--- config.mk ---
export PLATFORM = sky130hd
export DESIGN_NAME = wptr_full
export DESIGN_NICKNAME = d
export VERILOG_FILES = /design/src/rtl/async_fifo_pkg.sv /design/src/rtl/gray2bin.sv /design/src/rtl/wptr_full.sv
export SDC_FILE = /design/constraint.sdc
export NUM_CORES = 1
export LEC_CHECK = 0
export ABC_AREA = 1
export BUFFER_PORTS_ARGS = -buffer_cell sky130_fd_sc_hd__buf_2
export CAP_MARGIN = 5
export CORE_MARGIN = 8
export CORE_UTILIZATION = 45
export DETAILED_ROUTE_END_ITERATION = 10
export GPL_ROUTABILITY_DRIVEN = 1
export HOLD_SLACK_MARGIN = 0.1
export PLACE_DENSITY = 0.85
export SLEW_MARGIN = 20
export SYNTH_ARGS = -nofsm -noshare
export SYNTH_HDL_FRONTEND = slang
export SYNTH_HIERARCHICAL = 1
export SYNTH_SLANG_ARGS = --single-unit
--- constraint.sdc ---
create_clock -name clk -period 2.35 [get_ports clk]
set_clock_uncertainty 0.05 [all_clocks]
set_input_delay 0.3525 -clock clk [delete_from_list [all_inputs] [get_ports clk]]
set_output_delay 0.3525 -clock clk [all_outputs]
set_load 0.02 [all_outputs]
--- src/rtl/async_fifo_pkg.sv ---
// Shared pointer helpers for the async FIFO write-side and read-side blocks.
// Both sides use these so that their pointer widths and Gray encodings always match.
package async_fifo_pkg;

  // A pointer carries one extra wrap bit above the memory address.
  function automatic int PTR_W(input int addr_w);
    return addr_w + 1;
  endfunction

  // Binary to reflected Gray code; callers narrow the result to their own pointer width.
  function automatic logic [31:0] bin2gray(input logic [31:0] b);
    return b ^ (b >> 1);
  endfunction

  // Gray to binary: each binary bit is the XOR of all Gray bits at and above it.
  function automatic logic [31:0] gray2bin(input logic [31:0] g);
    logic [31:0] b;
    b = g;
    for (int i = 1; i < 32; i++) begin
      b = b ^ (g >> i);
    end
    return b;
  endfunction

endpackage

--- src/rtl/gray2bin.sv ---
// Combinational Gray-to-binary converter of width 'size' (size <= 32).
// The write side uses it to turn the synchronized read pointer into an occupancy.
module gray2bin #(
  parameter int size = 5
) (
  input  logic [size-1:0] gray,
  output logic [size-1:0] bin
);

  assign bin = size'(async_fifo_pkg::gray2bin(32'(gray)));

endmodule

--- src/rtl/wptr_full.sv ---
// Write-domain pointer and full-flag logic for an asynchronous FIFO.
// Keeps the binary write pointer, publishes its Gray form to the read-domain
// synchronizer, and raises wfull against the synchronized Gray read pointer.
// Optional occupancy outputs (wlevel, walmost_full) are built only when the
// macro ASYNC_FIFO_LEVEL_EN is defined; otherwise those ports read as zero.
module wptr_full
  import async_fifo_pkg::*;
#(
  parameter int ADDR_W   = 4,
  parameter int AF_LEVEL = (1 << ADDR_W) - 2
) (
  input  logic              clk,
  input  logic              rst,
  input  logic              winc,
  input  logic [ADDR_W:0]   wq2_rptr,
  output logic              wen,
  output logic [ADDR_W-1:0] waddr,
  output logic [ADDR_W:0]   wptr,
  output logic              wfull,
  output logic              werr,
  output logic [ADDR_W:0]   wlevel,
  output logic              walmost_full
);

  localparam int PW = PTR_W(ADDR_W);

  logic [PW-1:0] wbin_q, wbin_d;
  logic [PW-1:0] wptr_q, wgray_d;
  logic [PW-1:0] full_cmp;
  logic          wfull_q, wfull_d;
  logic          werr_q, werr_d;

  // A write only lands when there is room and we are not in reset.
  assign wen = winc & ~wfull_q & ~rst;

  // Next pointer, its Gray form, and the full/overflow decisions for this edge.
  always_comb begin
    wbin_d   = wbin_q + PW'(wen);
    wgray_d  = PW'(bin2gray(32'(wbin_d)));
    full_cmp = {~wq2_rptr[ADDR_W:ADDR_W-1], wq2_rptr[ADDR_W-2:0]};
    wfull_d  = (wgray_d == full_cmp);
    werr_d   = werr_q | (winc & wfull_q);
  end

  // Pointer, full and sticky-overflow registers.
  always_ff @(posedge clk) begin
    if (rst) begin
      wbin_q  <= '0;
      wptr_q  <= '0;
      wfull_q <= 1'b0;
      werr_q  <= 1'b0;
    end else begin
      wbin_q  <= wbin_d;
      wptr_q  <= wgray_d;
      wfull_q <= wfull_d;
      werr_q  <= werr_d;
    end
  end

  assign waddr = wbin_q[ADDR_W-1:0];
  assign wptr  = wptr_q;
  assign wfull = wfull_q;
  assign werr  = werr_q;

`ifdef ASYNC_FIFO_LEVEL_EN
  logic [PW-1:0] rbin;
  logic [PW-1:0] wlevel_d, wlevel_q;
  logic          walmost_d, walmost_q;

  gray2bin #(
    .size(PW)
  ) u_gray2bin (
    .gray(wq2_rptr),
    .bin (rbin)
  );

  // Occupancy uses the post-write pointer and the current read pointer together.
  always_comb begin
    wlevel_d  = wbin_d - rbin;
    walmost_d = (int'(wlevel_d) >= AF_LEVEL);
  end

  // Occupancy and almost-full registers.
  always_ff @(posedge clk) begin
    if (rst) begin
      wlevel_q  <= '0;
      walmost_q <= 1'b0;
    end else begin
      wlevel_q  <= wlevel_d;
      walmost_q <= walmost_d;
    end
  end

  assign wlevel       = wlevel_q;
  assign walmost_full = walmost_q;
`else
  assign wlevel       = '0;
  assign walmost_full = 1'b0;
`endif

endmodule
### Word-level counts from Yosys, hierarchy flattened

Index checks and enable logic that the tools add are counted.

| word-level totals | value |
|---|---|
| register bits | 12 |
| word-level logic and storage cells | 14 |
| input bits | 8 |

| cells by class | value |
|---|---|
| equality and inequality tests | 1 |
| $add $sub $neg | 1 |
| bitwise gates (word level) | 8 |

Operators with widths:

| cell | count |
|---|---|
| 5-bit by 1-bit adder with 5-bit output | 1 |
| 5-bit equality test | 1 |
| 5-bit by 4-bit XOR with 5-bit output | 1 |
| 1-bit bitwise AND | 3 |
| 1-bit inverter | 2 |
| 2-bit inverter | 1 |
| 1-bit bitwise OR | 1 |

### Logic depth before layout (Yosys ltp)

| logic depth | value |
|---|---|
| depth in word-level cells | 6 |
| depth in mapped cells | 14 |

### Worst setup path after synthesis

Ideal clock, no wire load.

| path | value |
|---|---|
| path kind | input to register |
| start | in rst |
| end | reg wfull_q (netlist: wfull) |
| arrival time | 1924 ps |
| stages | 14 |
| slack | 312 ps |
| buffers on the path | 0 |
| cell sequence | inv_1 -> nand2_1 -> nor2_1 -> ha_1 -> ha_1 -> inv_1 -> nand2_1 -> nand2_1 -> nand2_1 -> nand2_1 -> nand3_1 -> nor2_2 -> nand2_1 -> nor2_1 |

| between the ends | value |
|---|---|
| cells in the longest elaborated chain, start to end | 5 |

RTL lines:

| element | RTL line | text |
|---|---|---|
| start, declared | wptr_full.sv:13 | `input logic rst,` |
| 1-bit inverter | wptr_full.sv:34 | `assign wen = winc & ~wfull_q & ~rst;` |
| 1-bit bitwise AND | wptr_full.sv:34 |  |
| net wen | wptr_full.sv:16 | `output logic wen,` |
| 5-bit by 1-bit adder with 5-bit output | wptr_full.sv:38 | `wbin_d = wbin_q + PW'(wen);` |
| net wbin_d[1] | wptr_full.sv:27 | `logic [PW-1:0] wbin_q, wbin_d;` |
| 5-bit by 4-bit XOR with 5-bit output | async_fifo_pkg.sv:12 | `return b ^ (b >> 1);` |
| 5-bit equality test | wptr_full.sv:41 | `wfull_d = (wgray_d == full_cmp);` |
| end signal, assigned | wptr_full.sv:55 | `wfull_q <= wfull_d;` |
| end, declared | wptr_full.sv:30 | `logic wfull_q, wfull_d;` |

The timed path passes the listed nets, and every way through them passes these cells.
A chain may end at the register's enable or synchronous reset.

### Worst setup path in the final report

| path | value |
|---|---|
| start | reg wfull_q (netlist: wfull) |
| end | reg wfull_q (netlist: wfull) |

| between the ends | value |
|---|---|
| cells in the longest elaborated chain, start to end | 6 |

RTL lines:

| element | RTL line |
|---|---|
| 1-bit inverter | wptr_full.sv:34 |
| 1-bit bitwise AND (2 in series) | wptr_full.sv:34 |
| 5-bit by 1-bit adder with 5-bit output | wptr_full.sv:38 |
| net wbin_d[1] | wptr_full.sv:27 |
| 5-bit by 4-bit XOR with 5-bit output | async_fifo_pkg.sv:12 |
| 5-bit equality test | wptr_full.sv:41 |

The timed path passes the listed nets, and every way through them passes these cells.

==> impl_metrics.toml <==
[timing]
rsz0062_at_grt = "no"
finalCriticalPeriod_ns = 1.89
setup_viol = 0
setup_tns_ns = 0
period_share_pct = 80.4
hold_viol_final = 0
fmax_mhz = 529
report.final.slew_viol_count = 0
hold_slack_ns = 0.278

[worst_setup_path]
crit_path_frequent_cell = "nand2_1"
path_delay_family = "simple AND/OR/NAND/NOR gates"
crit_chain = "nor2_1, ha_1, ha_1, inv_1, nand2_1, nand2_1, nand2_1, nand2_1, nand3_1, nor2_2, nand2_1, nor2_1"
slowest_stage = "ha_1"
cp-start-kind = "flop"
path_class = "reg -> reg"
startpoint = "wfull"
max_stage_delay_ns = 0.36
cp_max_fo = 4
worstPathArrival_ns = 2.05
r2r_slack_ns = 0.46
r2r_start = "wfull"
worst-path-buf-inv = 1
endpoint_kind = "flop"
reg2reg_depth = 12
cp_data_required_time_ns = 2.51
rr_endpoint = "wfull"

[placement]
place_hpwl_um = 1180
gp_congestion = 0.832
port_buffers = 19
place_area_um2 = 724
dp_cells = 127

[floorplanning]
die_area_um2 = 2900
die_w_um = 53.8
core_area_um2 = 1320
ios = 26
fp.dieH_um = 53.8
rows = 13
initial_core_util_pct = 48.9

[grt]
grt_usage_pct = 10.4
grt_max_degree = 11
grt_pass1_vias = 600
grt_pass1_wl_um = 2300
grt_overflow = 0
antenna_found_initial = 0

[yosys]
synthTopCellsByArea = "dfxtp_1 34%, nand2_1 16%, nand3_1 7.0%"
yosysTopAreaCellShare_pct = 34.2
yosysUniqueCellTypes = 17
syn-instance-count = 95
synth-async-reset-ratio_pct = 0
synth_edf_count = 0
postSynthAreaPerCell_um2 = 6.78
synth_largest_area_cell = "dfxtp_1"
syn-cell-area_um2 = 644
yosys_warnings = 6
yosysSeqAreaShare_pct = 34.2
synth-main-ff-cell = "dfxtp_1"
ys_ff_latch = 11

[hold_path]
min_path_type = "in -> reg"
hold_path.startpoint = "winc"
holdPathEnd = "werr"
min_path_cells = 3

[cells_and_area]
drive_gt1_share_pct = 25.0
n_antenna_cell = 0
stdcell_count = 131
area_delta_synth_final_pct = 16.5
nets = 127
final_cell_area_um2 = 751

[drt]
final_antenna_net_count = 0
first_pass_iters = 4
drtIter0Drc = 8
detail_route.vias_per_cell = 4.88
remaining_drc_errors = 0
wl_per_cell_um = 10.8
postRouteWirelength_um = 1420
vias = 639

[cts]
tritoncts = "built"
cts.clk_slew.worst_paths_ns = 0.07
numCtsBuffers = 3
insertion_delay_ns = 0.27
post_cts_buffers = 0
clockBufferDepth = 2
cts-root-buf = "clkbuf_4"
htree_levels = 1
cts_hold_buf = 0
cts_sinks = 11
ctsResizeCount = 0

[pwr]
p_sw_uw = 111
p_sw_share_pct = 28.4
ir_worst_vdd_mv = 0.325
power.share.sequential_pct = 49.7
power.density_nw_per_um2 = 521
p_int_uw = 280
leakagePower_uw = 0.000421
p_comb_share_pct = 17.1
clockPowerShare_pct = 33.2

[run_status]
status = "finished clean"

[job]
cap_violations = 0
[layout by cell type, fill, tap and decap left out]
cell type  instances
conb_1             6
ha_1               2
nand3b_1           2
nor2_2             1
buf_4              1
xor2_1             1
nand3_1            9
a21oi_1            4
nand2_1           28
nand3_2            2
nor2_1             9
nand2_2            3
buf_2             19
nand4_1            4
dfxtp_1           11
inv_1             10
clkbuf_1           1
clkbuf_4           3
[per-layer routing]
layer / vias to the layer above / track usage, % / part of all wire (%) / wire length, um
li1: 333 / - / - / -
met1: 280 / 11.5 / 42 / 603
met2: 22 / 17.2 / 47 / 663
met3: 4 / 3.58 / 9.2 / 130
met4: 0 / 5.46 / 1.5 / 22
met5: - / 0 / 0 / 0
[area by class of cell]
class,count,area [um^2]
Timing Repair Buffer,20,103
Sequential cell,11,220
Fill cell,134,567
Tap cell,15,18.8
Clock buffer,4,26.3
Multi-Input combinational cell,71,345
Inverter,10,37.5
[power by group through the flow]
stage | sequential [uW] | combinational, uW | clock, uW
floorplan | 205 | 46.9 | 0
global placement | 198 | 64.1 | 0
detailed placement | 198 | 67.2 | 0
CTS | 194 | 67.3 | 131
global route | 194 | 74.9 | 142
finish | 194 | 66.8 | 130
[sequential cells by signal (all words and copies together), names as in the netlist]
| signal | cells |
|---|---|
| wbin_q | 5 |
| wfull | 1 |
| wptr | 4 |
| werr | 1 |
[per-stage QoR]
| stage | worst slack, ns | total power [uW] | util, % |
|---|---|---|---|
| 3_5_place_dp | 0.226 | 266 | 55.0 |
| 4_1_cts | 0.454 | 392 | 57.0 |
| 3_3_place_gp | 0.338 | 262 | 55.0 |
| 2_1_floorplan | 0.312 | 252 | - |
| 6_report | 0.461 | 391 | 57.0 |
| 5_1_grt | 0.269 | 412 | 57.0 |
[how the worst max path moves through the flow]
| stage | to | depth (start not counted) |
|---|---|---|
| finish | wfull | 12 |
| global route | wfull | 12 |
| global placement | wfull | 15 |
| detailed placement | wfull | 15 |
| CTS | wfull | 12 |
| floorplan | wfull | 14 |
[worst register-to-register path: stages, from the launching register on]
cell     delay (ns)
dfxtp_1        0.35
nor2_1         0.07
ha_1           0.24
ha_1           0.36
inv_1          0.14
nand2_1        0.10
nand2_1        0.08
nand2_1        0.06
nand2_1        0.06
nand3_1        0.08
nor2_2         0.10
nand2_1        0.05
nor2_1         0.09
[cells by family after synthesis]
family,after synthesis,share of synthesized area [%]
flip-flops,11,34.2
AND/OR/NAND/NOR,58,41.7
AO/OA/AOI/OAI,4,3.11
buffers and inverters,18,15.1
adder cells (fa/ha/maj),2,3.88
other,1,0.582
XOR/XNOR,1,1.36
[cells in the mapped netlist (2+ instances only)]
| cell | number |
|---|---|
| inv_1 | 10 |
| nor2_1 | 9 |
| dfxtp_1 | 11 |
| nand2_2 | 3 |
| buf_4 | 6 |
| nand3b_1 | 2 |
| nand3_2 | 2 |
| ha_1 | 2 |
| nand3_1 | 9 |
| nand2_1 | 28 |
| nand4_1 | 4 |
| a21oi_1 | 4 |
Power figures use the tool's default switching activity.
